===== src/rtl/spi_cmd_pkg.sv =====
// Shared types and constants for the SPI register-access command decoder.
package spi_cmd_pkg;

   localparam int unsigned PACKET_WIDTH     = 8;
   localparam int unsigned CMD_WRITE_BIT    = 7;
   localparam int unsigned FRAME_ADDR_WIDTH = 16;

   localparam logic [PACKET_WIDTH-1:0] TX_IDLE_BYTE = 8'h00;

   typedef enum logic [2:0] {
      IDLE,
      CMD,
      ADDR_HI,
      ADDR_LO,
      FETCH,
      WDATA,
      RDATA
   } state_e;

endpackage : spi_cmd_pkg


===== src/rtl/spi_cmd_decoder_if.sv =====
// Serdes byte stream plus parameter-memory port seen by the command decoder.
interface spi_cmd_decoder_if #(
   parameter int unsigned ADDR_WIDTH = 16,
   parameter int unsigned DATA_BYTES = 3
);
   import spi_cmd_pkg::*;

   localparam int unsigned DATA_WIDTH = PACKET_WIDTH * DATA_BYTES;

   logic [PACKET_WIDTH-1:0] rxData;
   logic                    dataReady;
   logic [PACKET_WIDTH-1:0] txData;
   logic                    load;
   logic [ADDR_WIDTH-1:0]   memAddr;
   logic [DATA_WIDTH-1:0]   memWrData;
   logic                    memWrEn;
   logic                    memRdEn;
   logic [DATA_WIDTH-1:0]   memRdData;

   modport slave (
      input  rxData, dataReady, memRdData,
      output txData, load, memAddr, memWrData, memWrEn, memRdEn
   );

   modport master (
      output rxData, dataReady, memRdData,
      input  txData, load, memAddr, memWrData, memWrEn, memRdEn
   );

endinterface : spi_cmd_decoder_if


===== src/rtl/spi_ssel_sync.sv =====
// Synchronises the raw active-low slave select into clk and flags its edges.
module spi_ssel_sync #(
   parameter int unsigned SYNC_STAGES = 2
) (
   input  logic clk,
   input  logic rst_n,
   input  logic ssel_n_async,
   output logic fall_c,
   output logic rise_c
);

   logic [SYNC_STAGES-1:0] sync_q, sync_d;
   logic                   prev_q, prev_d;

   // Reset to deselected so a held-low select after reset still needs a clean edge history.
   always_comb begin
      sync_d = SYNC_STAGES'({sync_q, ssel_n_async});
      prev_d = sync_q[SYNC_STAGES-1];
   end

   always_ff @(posedge clk or negedge rst_n) begin
      if (!rst_n) begin
         sync_q <= '1;
         prev_q <= 1'b1;
      end else begin
         sync_q <= sync_d;
         prev_q <= prev_d;
      end
   end

   assign fall_c = prev_q & ~sync_q[SYNC_STAGES-1];
   assign rise_c = ~prev_q & sync_q[SYNC_STAGES-1];

endmodule : spi_ssel_sync


===== src/rtl/spi_cmd_decoder.sv =====
// Frames serdes bytes into parameter-memory read/write bursts with address
// auto-increment and streams read words back to the serdes MSB byte first.
module spi_cmd_decoder
   import spi_cmd_pkg::*;
#(
   parameter int unsigned ADDR_WIDTH  = 16,
   parameter int unsigned DATA_BYTES  = 3,
   parameter int unsigned SYNC_STAGES = 2
) (
   input  logic               clk,
   input  logic               reset_n,
   input  logic               spi_SSEL,
   spi_cmd_decoder_if.slave   bus
);

   localparam int unsigned DATA_WIDTH = PACKET_WIDTH * DATA_BYTES;
   localparam int unsigned CNT_WIDTH  = (DATA_BYTES > 1) ? $clog2(DATA_BYTES) : 1;
   localparam logic [CNT_WIDTH-1:0] LAST_BYTE = CNT_WIDTH'(DATA_BYTES - 1);

   logic ssel_fall_c;
   logic ssel_rise_c;

   spi_ssel_sync #(
      .SYNC_STAGES (SYNC_STAGES)
   ) u_ssel_sync (
      .clk          (clk),
      .rst_n        (reset_n),
      .ssel_n_async (spi_SSEL),
      .fall_c       (ssel_fall_c),
      .rise_c       (ssel_rise_c)
   );

   state_e                  state_q, state_d;
   logic                    dir_q, dir_d;
   logic [ADDR_WIDTH-1:0]   addr_q, addr_d;
   logic [CNT_WIDTH-1:0]    byte_cnt_q, byte_cnt_d;
   logic [DATA_WIDTH-1:0]   wr_word_q, wr_word_d;
   logic [DATA_WIDTH-1:0]   tx_word_q, tx_word_d;
   logic                    load_q, load_d;
   logic [PACKET_WIDTH-1:0] tx_data_q, tx_data_d;
   logic [ADDR_WIDTH-1:0]   mem_addr_q, mem_addr_d;
   logic [DATA_WIDTH-1:0]   mem_wr_data_q, mem_wr_data_d;
   logic                    mem_wr_en_q, mem_wr_en_d;
   logic                    mem_rd_en_q, mem_rd_en_d;

   logic [FRAME_ADDR_WIDTH-1:0] frame_addr;
   logic [ADDR_WIDTH-1:0]       addr_inc;
   logic [ADDR_WIDTH-1:0]       addr_lo;
   logic [DATA_WIDTH-1:0]       wr_word_shift;
   logic [DATA_WIDTH-1:0]       tx_word_shift;

   // Address arithmetic truncates to ADDR_WIDTH, dropping unused frame address bits.
   always_comb begin
      frame_addr    = FRAME_ADDR_WIDTH'(addr_q);
      addr_inc      = addr_q + ADDR_WIDTH'(1);
      addr_lo       = ADDR_WIDTH'({frame_addr[15:8], bus.rxData});
      wr_word_shift = DATA_WIDTH'({wr_word_q, bus.rxData});
      tx_word_shift = DATA_WIDTH'({tx_word_q, TX_IDLE_BYTE});
   end

   always_comb begin
      state_d       = state_q;
      dir_d         = dir_q;
      addr_d        = addr_q;
      byte_cnt_d    = byte_cnt_q;
      wr_word_d     = wr_word_q;
      tx_word_d     = tx_word_q;
      load_d        = 1'b0;
      tx_data_d     = tx_data_q;
      mem_addr_d    = mem_addr_q;
      mem_wr_data_d = mem_wr_data_q;
      mem_wr_en_d   = 1'b0;
      mem_rd_en_d   = 1'b0;

      if (ssel_rise_c) begin
         // Deselect wins over a coincident byte; any partial word is dropped.
         state_d    = IDLE;
         byte_cnt_d = '0;
         wr_word_d  = '0;
      end else if (ssel_fall_c) begin
         state_d    = CMD;
         byte_cnt_d = '0;
         load_d     = 1'b1;
         tx_data_d  = TX_IDLE_BYTE;
      end else begin
         unique case (state_q)
            IDLE: begin
            end
            CMD: begin
               if (bus.dataReady) begin
                  dir_d     = bus.rxData[CMD_WRITE_BIT];
                  state_d   = ADDR_HI;
                  load_d    = 1'b1;
                  tx_data_d = TX_IDLE_BYTE;
               end
            end
            ADDR_HI: begin
               if (bus.dataReady) begin
                  addr_d    = ADDR_WIDTH'({bus.rxData, frame_addr[7:0]});
                  state_d   = ADDR_LO;
                  load_d    = 1'b1;
                  tx_data_d = TX_IDLE_BYTE;
               end
            end
            ADDR_LO: begin
               if (bus.dataReady) begin
                  addr_d     = addr_lo;
                  byte_cnt_d = '0;
                  if (dir_q) begin
                     state_d   = WDATA;
                     wr_word_d = '0;
                     load_d    = 1'b1;
                     tx_data_d = TX_IDLE_BYTE;
                  end else begin
                     state_d     = FETCH;
                     mem_rd_en_d = 1'b1;
                     mem_addr_d  = addr_lo;
                  end
               end
            end
            FETCH: begin
               // First FETCH cycle has the read strobe out; data lands on the second.
               if (!mem_rd_en_q) begin
                  tx_word_d  = bus.memRdData;
                  tx_data_d  = bus.memRdData[DATA_WIDTH-1 -: PACKET_WIDTH];
                  load_d     = 1'b1;
                  byte_cnt_d = '0;
                  state_d    = RDATA;
               end
            end
            WDATA: begin
               if (bus.dataReady) begin
                  wr_word_d = wr_word_shift;
                  load_d    = 1'b1;
                  tx_data_d = TX_IDLE_BYTE;
                  if (byte_cnt_q == LAST_BYTE) begin
                     mem_wr_en_d   = 1'b1;
                     mem_addr_d    = addr_q;
                     mem_wr_data_d = wr_word_shift;
                     addr_d        = addr_inc;
                     byte_cnt_d    = '0;
                  end else begin
                     byte_cnt_d = byte_cnt_q + CNT_WIDTH'(1);
                  end
               end
            end
            RDATA: begin
               if (bus.dataReady) begin
                  if (byte_cnt_q < LAST_BYTE) begin
                     byte_cnt_d = byte_cnt_q + CNT_WIDTH'(1);
                     tx_word_d  = tx_word_shift;
                     tx_data_d  = tx_word_shift[DATA_WIDTH-1 -: PACKET_WIDTH];
                     load_d     = 1'b1;
                  end else begin
                     addr_d      = addr_inc;
                     byte_cnt_d  = '0;
                     state_d     = FETCH;
                     mem_rd_en_d = 1'b1;
                     mem_addr_d  = addr_inc;
                  end
               end
            end
            default: state_d = IDLE;
         endcase
      end
   end

   always_ff @(posedge clk or negedge reset_n) begin
      if (!reset_n) begin
         state_q       <= IDLE;
         dir_q         <= 1'b0;
         addr_q        <= '0;
         byte_cnt_q    <= '0;
         wr_word_q     <= '0;
         tx_word_q     <= '0;
         load_q        <= 1'b0;
         tx_data_q     <= '0;
         mem_addr_q    <= '0;
         mem_wr_data_q <= '0;
         mem_wr_en_q   <= 1'b0;
         mem_rd_en_q   <= 1'b0;
      end else begin
         state_q       <= state_d;
         dir_q         <= dir_d;
         addr_q        <= addr_d;
         byte_cnt_q    <= byte_cnt_d;
         wr_word_q     <= wr_word_d;
         tx_word_q     <= tx_word_d;
         load_q        <= load_d;
         tx_data_q     <= tx_data_d;
         mem_addr_q    <= mem_addr_d;
         mem_wr_data_q <= mem_wr_data_d;
         mem_wr_en_q   <= mem_wr_en_d;
         mem_rd_en_q   <= mem_rd_en_d;
      end
   end

   assign bus.load      = load_q;
   assign bus.txData    = tx_data_q;
   assign bus.memAddr   = mem_addr_q;
   assign bus.memWrData = mem_wr_data_q;
   assign bus.memWrEn   = mem_wr_en_q;
   assign bus.memRdEn   = mem_rd_en_q;

endmodule : spi_cmd_decoder


===== src/flat_wrapper.sv =====
// flat-port wrapper written by rule: the top's interface ports become plain ports
module spi_cmd_decoder_flat import spi_cmd_pkg::*;
#(
   parameter int unsigned ADDR_WIDTH  = 16,
   parameter int unsigned DATA_BYTES  = 3,
   parameter int unsigned SYNC_STAGES = 2
)
  (clk, reset_n, spi_SSEL, bus_rxData, bus_dataReady, bus_memRdData, bus_txData, bus_load, bus_memAddr, bus_memWrData, bus_memWrEn, bus_memRdEn);
  spi_cmd_decoder_if #(.ADDR_WIDTH(ADDR_WIDTH), .DATA_BYTES(DATA_BYTES)) bus_i ();
  input  logic clk;
  input  logic reset_n;
  input  logic spi_SSEL;
  input wire logic [$bits(bus_i.rxData)-1:0] bus_rxData;
  input wire logic [$bits(bus_i.dataReady)-1:0] bus_dataReady;
  input wire logic [$bits(bus_i.memRdData)-1:0] bus_memRdData;
  output wire logic [$bits(bus_i.txData)-1:0] bus_txData;
  output wire logic [$bits(bus_i.load)-1:0] bus_load;
  output wire logic [$bits(bus_i.memAddr)-1:0] bus_memAddr;
  output wire logic [$bits(bus_i.memWrData)-1:0] bus_memWrData;
  output wire logic [$bits(bus_i.memWrEn)-1:0] bus_memWrEn;
  output wire logic [$bits(bus_i.memRdEn)-1:0] bus_memRdEn;
  assign bus_i.rxData = bus_rxData;
  assign bus_i.dataReady = bus_dataReady;
  assign bus_i.memRdData = bus_memRdData;
  assign bus_txData = bus_i.txData;
  assign bus_load = bus_i.load;
  assign bus_memAddr = bus_i.memAddr;
  assign bus_memWrData = bus_i.memWrData;
  assign bus_memWrEn = bus_i.memWrEn;
  assign bus_memRdEn = bus_i.memRdEn;
  spi_cmd_decoder #(.ADDR_WIDTH(ADDR_WIDTH), .DATA_BYTES(DATA_BYTES), .SYNC_STAGES(SYNC_STAGES)) u_core (.clk(clk), .reset_n(reset_n), .spi_SSEL(spi_SSEL), .bus(bus_i));
endmodule

===== config.mk =====
export PLATFORM = sky130hd
export DESIGN_NAME = spi_cmd_decoder_flat
export DESIGN_NICKNAME = d
export VERILOG_FILES = /design/src/rtl/spi_cmd_pkg.sv /design/src/rtl/spi_cmd_decoder_if.sv /design/src/rtl/spi_ssel_sync.sv /design/src/rtl/spi_cmd_decoder.sv /design/src/flat_wrapper.sv
export SDC_FILE = /design/constraint.sdc
export NUM_CORES = 1
export LEC_CHECK = 0
export ABC_AREA = 0
export CAP_MARGIN = 20
export CORE_ASPECT_RATIO = 0.6
export CORE_MARGIN = 4
export CORE_UTILIZATION = 57
export DETAILED_ROUTE_END_ITERATION = 6
export PLACE_DENSITY = 0.85
export SETUP_SLACK_MARGIN = 0.3
export SLEW_MARGIN = 20
export SYNTH_ARGS = -nofsm -noshare
export SYNTH_HDL_FRONTEND = slang
export SYNTH_SLANG_ARGS = --single-unit

===== constraint.sdc =====
create_clock -name clk -period 3 [get_ports clk]
set_input_delay 0.45 -clock clk [delete_from_list [all_inputs] [get_ports clk]]
set_output_delay 0.45 -clock clk [all_outputs]
set_load 0.01 [all_outputs]

; ---- After elaboration in Yosys (flattened, before gate mapping)
; Cells that the tools add are included.
; Widths: inputs -> output; s select.
[op_classes]
addsub = 2
mul = 0
div_mod_pow = 0
n_lt_le_gt_ge = 1
n_eq_ne = 34
shift = 0
muxes = 70
n_bitwise = 8
reduce_logical = 19
[ops]
columns = operator, n
row1 = $mux 16, 17
row2 = $mux 8, 8
row3 = $pmux 16 s2, 2
row4 = $pmux 16 s4, 1
row5 = $pmux 16 s3, 1
row6 = $pmux 8 s4, 1
row7 = $ne 4x2->1 const B, 7
row8 = $reduce_and 9->1, 3
row9 = $mux 3, 8
row10 = $mux 1, 20
row11 = $pmux 3 s6, 1
row12 = $add 16x1->16 const B, 1
row13 = $mux 2, 8
row14 = $ne 2x2->1 const B, 8
row15 = $ne 3x1->1 const B, 5
row16 = $ne 3x2->1 const B, 5
row17 = $reduce_and 5->1, 3
row18 = $eq 3x3->1 const B, 3
row19 = $reduce_bool 3->1, 3
row20 = $pmux 2 s4, 1
row21 = $reduce_and 8->1, 1
row22 = $reduce_and 7->1, 1
row23 = $eq 3x2->1 const B, 2
row24 = $not 1->1, 6
row25 = other kinds (16), 18
[word_totals]
ff_bits = 108
latch_bits = 0
ramBits = 0
mem_bits_ro = 0
in_bits = 36
output_inout_bits = 51
elab_cells = 149
mem_count = 0

; ---- Depth between registers and ports, before layout
; Gate-level depths: netlist of the first run.
[logic_depth]
depth_word = 6
ltp_mapped = 8
mapped_depth_nobuf = 7

; ---- Hierarchy
; A second synthesis of the first run with hierarchy kept.
[hier_totals]
cells_unflattened = 519
area_unflattened_um2 = 5418.9
[by_module_without_submodules]
columns = mod, instances, cells_per_inst, area_per_inst_um2, seq_area_each_um2
row1 = spi_cmd_decoder, 1, 514, 5325.1, 2627.5
row2 = spi_ssel_sync, 1, 5, 93.8, 78.8

; ---- Least setup slack after synthesis of the first run
; OpenSTA, ideal clock, no wires.
[synth_timing]
path_type = register to register
from = register u_core.u_ssel_sync.sync_q[1]
to = register u_core.tx_word_q[0]
setup_time_ns = 0.123
arrival_ns = 1.809
t_required_ns = 2.877
path_slack_ns = 1.067
path_stages_with_launch = 9
n_path_buf = 2
synth_period_minus_slack_ns = 1.933
path_cell_list = dfstp_2 -> inv_1 -> ha_1 -> or2_2 -> buf_1 -> a2111o_1 -> buf_2 -> nand2_1 -> o21ai_1
[synth_between]
elab_chain_len = 4
elab_cells_between_ends = 6
[synth_lines]
columns = item, line
row1 = from (decl), spi_ssel_sync.sv:12  ; logic [SYNC_STAGES-1:0] sync_q, sync_d;
row2 = from (signal assigned), spi_ssel_sync.sv:26  ; sync_q <= sync_d;
row3 = $not 1->1, spi_ssel_sync.sv:31  ; assign fall_c = prev_q & ~sync_q[SYNC_STAGES-1];
row4 = $and 1x1->1, spi_ssel_sync.sv:31
row5 = $not 1->1 (no source line), n/a
row6 = $reduce_and 6->1 (no source line) (*), n/a
row7 = to (signal assigned), spi_cmd_decoder.sv:188  ; tx_word_q <= tx_word_d;
row8 = to (decl), spi_cmd_decoder.sv:38  ; logic [DATA_WIDTH-1:0] tx_word_q, tx_word_d;
; Mark *: on every way between the ends. The rest lies on a longest branch, timed or not.
; A chain may end at the register's enable or synchronous reset.

; ---- Worst setup path after layout of the first run
[layout_timing]
from = register u_core.u_ssel_sync.sync_q[1]
to = register u_core.addr_q[2]
[layout_between]
elab_chain_len = 4
elab_cells_between_ends = 6
[layout_lines]
columns = item, line
row1 = $not 1->1, spi_ssel_sync.sv:31
row2 = $and 1x1->1, spi_ssel_sync.sv:31
row3 = $not 1->1 (no source line), n/a
row4 = $reduce_and 9->1 (no source line) (*), n/a
row5 = to (signal assigned), spi_cmd_decoder.sv:185  ; addr_q <= addr_d;
row6 = to (decl), spi_cmd_decoder.sv:35  ; logic [ADDR_WIDTH-1:0] addr_q, addr_d;
; Marks and branches as above.

==> flow_summary.yaml, run 1 <==
status:
  status: "complete, no violations"
worst_setup_path:
  crit_buf_inv: 1
  critPathCaptureType: "register"
  crit_chain: "inv_1, ha_1, nor2_1, and2_0, o31a_1, o21ai_0, o2bb2ai_1"
  cp.arrival_ps: 2650
  worstSetupPathType: "reg2reg"
  cp_top_family: "compound AO/OA/AOI/OAI gates"
  cp-start-kind: "register"
  slowest_stage: "dfstp_2"
  worstReg2RegStart: "u_core.u_ssel_sync.sync_q[1]$_DFF_PN1_"
  critPathRequiredTime_ps: 3210
  worst_r2r_endpoint: "u_core.addr_q[2]$_DFFE_PN0P_"
  r2r_setup_slack_ps: 560
  critPathMaxStageDelay_ps: 550
  r2r_cells: 7
  cp_max_fo: 7
floorplanning:
  row_count: 26
  core-area_um2: 8751
  initial_utilization: 0.6025
  die_x_um: 132.2
  die_h_um: 82.50
  ios: 87
  die_area_um2: 10900
logic_synthesis:
  synth_cell_types: 62
  yosys_warnings: 0
  yosys-top-cells-area: "dfrtp_1 (50%), mux2_2 (5.8%), nand2_1 (4.6%)"
  synth_area_um2: 5273
  synth-main-ff-cell: "dfrtp_1"
  synth-seq-cells: 108
  synth_top_area_cell: "dfrtp_1"
  synthArstFlopShare: 1.000
  synth_top_area_share: 0.4983
  syn_nets: 550
  synth_enable_flop_cells: 0
  seq_area_frac_synth: 0.5133
  syn_avg_cell_area_um2: 10.34
  synthCells: 510
place:
  gp_congestion: 0.9534
  dp.final_hpwl_um: 9939
  io_buffers: 86
cts:
  clk_path_buf_depth: 2
  cts_buffers: 9
  cts_sinks: 108
  htreeDepth: 3
  hold_buffers: 0
  cts_resized: 0
  cts_root_buf: "clkbuf_16"
  insertion_delay_ps: 350
  post_cts_buffers: 0
  cts_tree: "built"
  clk_pin_slew_ps: 70
grt:
  grt_pass1_wl_um: 23090
  grt_pass1_vias: 4393
  grt_max_degree: 61
  grt_overflow_total: 0
  antenna_found_initial: 0
  grt_usage: 0.2709
cells_and_area:
  final_layout_size_suffix_gt1_frac: 0.1254
  fillers: 593
  nNetsFinal: 633
  final_cell_mix: "dfrtp_1 (105), clkdlybuf4s50_1 (85), nand2_1 (65)"
  utilization: 0.7466
  areaGrowthSynthToFinish_pct: 23.92
  n_antenna_cell: 0
  final_common_cell: "dfrtp_1"
sta:
  timing.fmax_mhz: 410.1
  fin_crit_sh: 0.8128
  worst_pin_slew_ps: 676.8
  setup_viol: 0
  tns_ps: 0
  final-max-slew-violation-count: 0
  finalHoldViolCount: 0
  final.min_clock_period_ps: 2438
  finClkSkew_ps: 8.578
  whs_ps: 111.5
  maxSlewHeadroom: 0.5461
  rsz0062_at_grt: "no"
routing:
  routedWlPerCell_um: 19.96
  drtIter0Drc: 693
  drtAntennaViolNets: 0
  vias_per_cell: 6.356
  routed_wl_um: 14170
  num_vias: 4513
  drc_errors: 0
  firstDrtPassIters: 6
pwr:
  p_total_uw: 4286
  p_per_area_nw_per_um2: 656.0
  leakage_uw: 0.002856
  ir_drop_uv: 316.2
min_path:
  hold_path_class: "in2async"
run:
  maxCapViolCount: 0
-- layer usage --
layer	track usage	part of all wire	vias up	wire, um
met3	0.07930	0.10	31	1483
li1	-	-	2032	-
met5	0	0	-	0
met4	0.06289	0.012	0	172
met1	0.3943	0.45	2220	6309
met2	0.4049	0.44	230	6207
-- registers in the layout, summed over array words and instances, names as in the netlist --
register and flops:
u_core.bus.memWrData 24, u_core.addr_q 16, u_core.bus.memAddr 16, u_core.tx_word_q 16, u_core.wr_word_q 16, u_core.bus.txData 8, u_core.state_q 3, u_core.byte_cnt_q 2
u_core.u_ssel_sync.sync_q 2, u_core.bus.load 1, u_core.bus.memRdEn 1, u_core.bus.memWrEn 1, u_core.dir_q 1, u_core.u_ssel_sync.prev_q 1
-- where the power goes --
part | internal, uW | switching, uW | total [uW]
Combinational | 522 | 609 | 1130
Sequential | 1720 | 281 | 2010
Clock | 581 | 570 | 1150
Total | 2830 | 1460 | 4290
-- kinds of logic after synthesis --
group | share of synthesized area
multiplexers | 0.09017
buffers and inverters | 0.03583
AND/OR/NAND/NOR | 0.1343
AO/OA/AOI/OAI | 0.1984
XOR/XNOR | 0.01661
adder cells (fa/ha/maj) | 0.01139
flip-flops | 0.5133
-- cell type report --
cell class	instances	area [um2]	share of cell area
inverters	10	37.54	0.005745
repair buffers	102	991.0	0.1517
flip-flops and latches	108	2706	0.4142
clock inverters	6	52.55	0.008043
multi-input cells	362	2377	0.3638
well taps	112	140.1	0.02145
clock buffers	10	229.0	0.03504
-- worst max-delay path by stage --
stage / to / depth (start not counted) / from / slack [ps]
after floorplan: u_core.tx_word_q[0]$_DFFE_PN0P_ / 8 / u_core.u_ssel_sync.sync_q[1]$_DFF_PN1_ / 1070
after CTS: u_core.addr_q[2]$_DFFE_PN0P_ / 7 / u_core.u_ssel_sync.sync_q[1]$_DFF_PN1_ / 620
after detailed placement: u_core.tx_word_q[8]$_DFFE_PN0P_ / 7 / bus_dataReady / 610
final: u_core.addr_q[2]$_DFFE_PN0P_ / 7 / u_core.u_ssel_sync.sync_q[1]$_DFF_PN1_ / 560
after global placement: u_core.tx_word_q[13]$_DFFE_PN0P_ / 7 / bus_dataReady / 690
after global routing: u_core.addr_q[2]$_DFFE_PN0P_ / 7 / u_core.u_ssel_sync.sync_q[1]$_DFF_PN1_ / 490
-- cell usage after synthesis, types with 7 or more instances --
master,count
a21oi_1,22
a22o_1,19
buf_2,15
clkbuf_1,7
dfrtp_1,105
inv_1,10
mux2_2,27
mux2i_1,16
nand2_1,65
nand3_1,10
nor2_1,31
nor3_1,8
o21ai_0,33
o21ai_1,17
o2bb2ai_1,14
xor2_1,8
-- per-stage QoR --
stage	std cells	setup slack (ps)	area, um2
6_report	710	561.6	6534
5_1_grt	710	490.3	6534
4_1_cts	710	622.9	6534
3_5_place_dp	694	611.1	6252
3_3_place_gp	694	687.3	6252
2_1_floorplan	510	1067	5273
No activity file was read; power rests on OpenSTA's default activity.
==> run 2: changes to the inputs <==
Settings changed: CORE_UTILIZATION 57 to 48, PLACE_DENSITY 0.85 to 0.76.
Clock period 3 ns to 2 ns, I/O delays scaled along.
==> run 2 against run 1 <==
First-iteration DRC count decreased by 44%. Largest cell class unchanged. Final area increased by 17%. Clock skew decreased by 2.2 ps. Clock-buffer cell count decreased by 1. Via count increased by 7.1%. Register-to-register slack got worse by 520 ps. Clock power increased by 63%. Utilization decreased by 3.0 points. Sequential cell count unchanged. Final cell count increased by 15%. Hold slack improved by 240 ps. Largest power group unchanged.
==> flow_summary.yaml, run 2 (synthesized netlist as in run 1, its figures left out) <==
cells_and_area:
  stdcell_count: 816
  nNetsFinal: 712
  final_common_cell: "dfrtp_1"
  largest_register_ffs: 24
  areaGrowthSynthToFinish_pct: 44.45
  final_layout_size_suffix_gt1_frac: 0.2895
  final_cell_mix: "dfrtp_1 (103), clkdlybuf4s50_1 (85), buf_4 (74)"
  utilization: 0.7164
  n_antenna_cell: 0
  fillers: 766
cts:
  cts_buffers: 9
  cts_sinks: 108
  clk_pin_slew_ps: 80
  insertion_delay_ps: 350
  clk_path_buf_depth: 2
  htreeDepth: 3
  cts_root_buf: "clkbuf_16"
  cts_tree: "built"
floorplanning:
  initial_utilization: 0.4959
  die_area_um2: 12780
  ios: 87
  die_x_um: 143.3
  core-area_um2: 10630
  die_h_um: 89.19
  row_count: 29
routing:
  drtAntennaViolNets: 0
  routedWlPerCell_um: 19.74
  firstDrtPassIters: 5
  routed_wl_um: 16100
  num_vias: 4835
  vias_per_cell: 5.925
  drtIter0Drc: 388
  drc_errors: 0
status:
  status: "complete, no violations"
sta:
  finClkSkew_ps: 6.414
  finalHoldViolCount: 0
  fin_crit_sh: 0.9798
  final.min_clock_period_ps: 1960
  rsz0062_at_grt: "yes"
  final-max-slew-violation-count: 0
  setup_viol: 0
  worst_pin_slew_ps: 457.0
  maxSlewHeadroom: 0.6944
  timing.fmax_mhz: 510.3
grt:
  antenna_found_initial: 0
  grt_overflow_total: 0
  grt_pass1_vias: 4695
  grt.met1_usage: 0.3556
  grt_use_met2: 0.3667
  busiest_layer: "met2"
  grt_pass1_wl_um: 24780
  grt_max_degree: 43
  met3_usage: 0.08658
  grt_usage: 0.2496
place:
  gp_congestion: 0.9198
  placed_cells: 773
  dp.final_hpwl_um: 10660
  io_buffers: 86
pwr:
  leakage_uw: 0.003364
  p_per_area_nw_per_um2: 949.0
  p_total_uw: 7228
  ir_drop_uv: 532.6
worst_setup_path:
  worst_r2r_endpoint: "u_core.bus.memWrData[11]$_DFFE_PN0P_"
  r2r_setup_slack_ps: 40
  critPathCaptureType: "register"
  critPathRequiredTime_ps: 2240
  worstReg2RegStart: "u_core.state_q[1]$_DFFE_PN0P_"
  cp_max_fo: 12
  cp-start-kind: "register"
  worstSetupPathType: "reg2reg"
  cp.arrival_ps: 2200
  r2r_cells: 6
min_path:
  hold_end: "u_core.u_ssel_sync.sync_q[0]$_DFF_PN1_"
  hold_path_class: "in2reg"
  hold_start: "spi_SSEL"
  hold_depth: 1
run:
  maxCapViolCount: 0
-- run 2: cell count changes in the layout (fill, tap and decap cells not counted), moves of 4 or more --
| cell | before | now |
|---|---|---|
| o21ai_1 | 17 | 23 |
| nand2_1 | 65 | 60 |
| nand2_2 | 1 | 5 |
| o21ai_2 | 0 | 5 |
| buf_6 | 0 | 16 |
| a221oi_1 | 5 | 1 |
| buf_4 | 16 | 74 |
| o21ai_0 | 33 | 22 |
-- run 2: layout make-up --
| class | count | area (um2) | area share |
|---|---|---|---|
| flip-flops and latches | 108 | 2709 | 0.3557 |
| multi-input cells | 363 | 2704 | 0.3550 |
| repair buffers | 180 | 1682 | 0.2208 |
| clock buffers | 9 | 225.2 | 0.02957 |
| well taps | 139 | 173.9 | 0.02284 |
| clock inverters | 7 | 85.08 | 0.01117 |
| inverters | 10 | 37.54 | 0.004929 |
-- run 2: through the flow --
stage | setup TNS (ps) | cell area (um2) | hold WS (ps) | setup slack [ps]
after global placement | -232.3 | 6730 | 195.5 | -116.5
after detailed placement | -253.8 | 6730 | 196.4 | -133.5
after global routing | 0 | 7616 | 350.5 | 28.40
after CTS | 0 | 7405 | 353.4 | 91.58
after floorplan | 0 | 5340 | 4.409 | 71.80
final | 0 | 7616 | 351.0 | 40.45
-- run 2: per-layer routing --
metal | wire, um | part of all wire | up-vias
li1 | - | - | 2205
met1 | 7255 | 0.45 | 2394
met2 | 7174 | 0.45 | 207
met3 | 1419 | 0.088 | 29
met4 | 255 | 0.016 | 0
met5 | 0 | 0 | -
-- run 2: how the worst max path moves through the flow --
stage / slack [ps] / depth (start not counted) / from / to
after floorplan: 70 / 8 / u_core.u_ssel_sync.sync_q[1]$_DFF_PN1_ / u_core.tx_word_q[0]$_DFFE_PN0P_
after global placement: -120 / 8 / u_core.u_ssel_sync.sync_q[1]$_DFF_PN1_ / u_core.bus.memAddr[4]$_DFFE_PN0P_
after detailed placement: -130 / 8 / u_core.u_ssel_sync.sync_q[1]$_DFF_PN1_ / u_core.bus.memAddr[4]$_DFFE_PN0P_
after CTS: 90 / 7 / u_core.state_q[1]$_DFFE_PN0P_ / u_core.tx_word_q[10]$_DFFE_PN0P_
after global routing: 30 / 9 / u_core.state_q[1]$_DFFE_PN0P_ / u_core.addr_q[6]$_DFFE_PN0P_
final: 40 / 6 / u_core.state_q[1]$_DFFE_PN0P_ / u_core.bus.memWrData[11]$_DFFE_PN0P_
-- run 2: report_power, final --
group          internal [uW]  switching (uW)  leakage, uW
clock network           1000             868     0.000154
logic                   1180            1250      0.00178
registers               2590             333      0.00143
-- run 2: worst max-delay path, stage by stage, from the launching register on --
cell and delay (ps):
dfrtp_1 410, buf_4 150, nand2b_4 150, or3_4 430, nor2_4 170, clkbuf_16 200, mux2_2 340
-- run 2: what timing repair did --
action,4_1_cts,5_1_grt
setup buffers,18,5
setup endpoints to repair,98,100
gates cloned,2,1
gates resized for setup,47,38
hold endpoints to repair,17,0
pin swaps,14,28
hold buffers,1,0
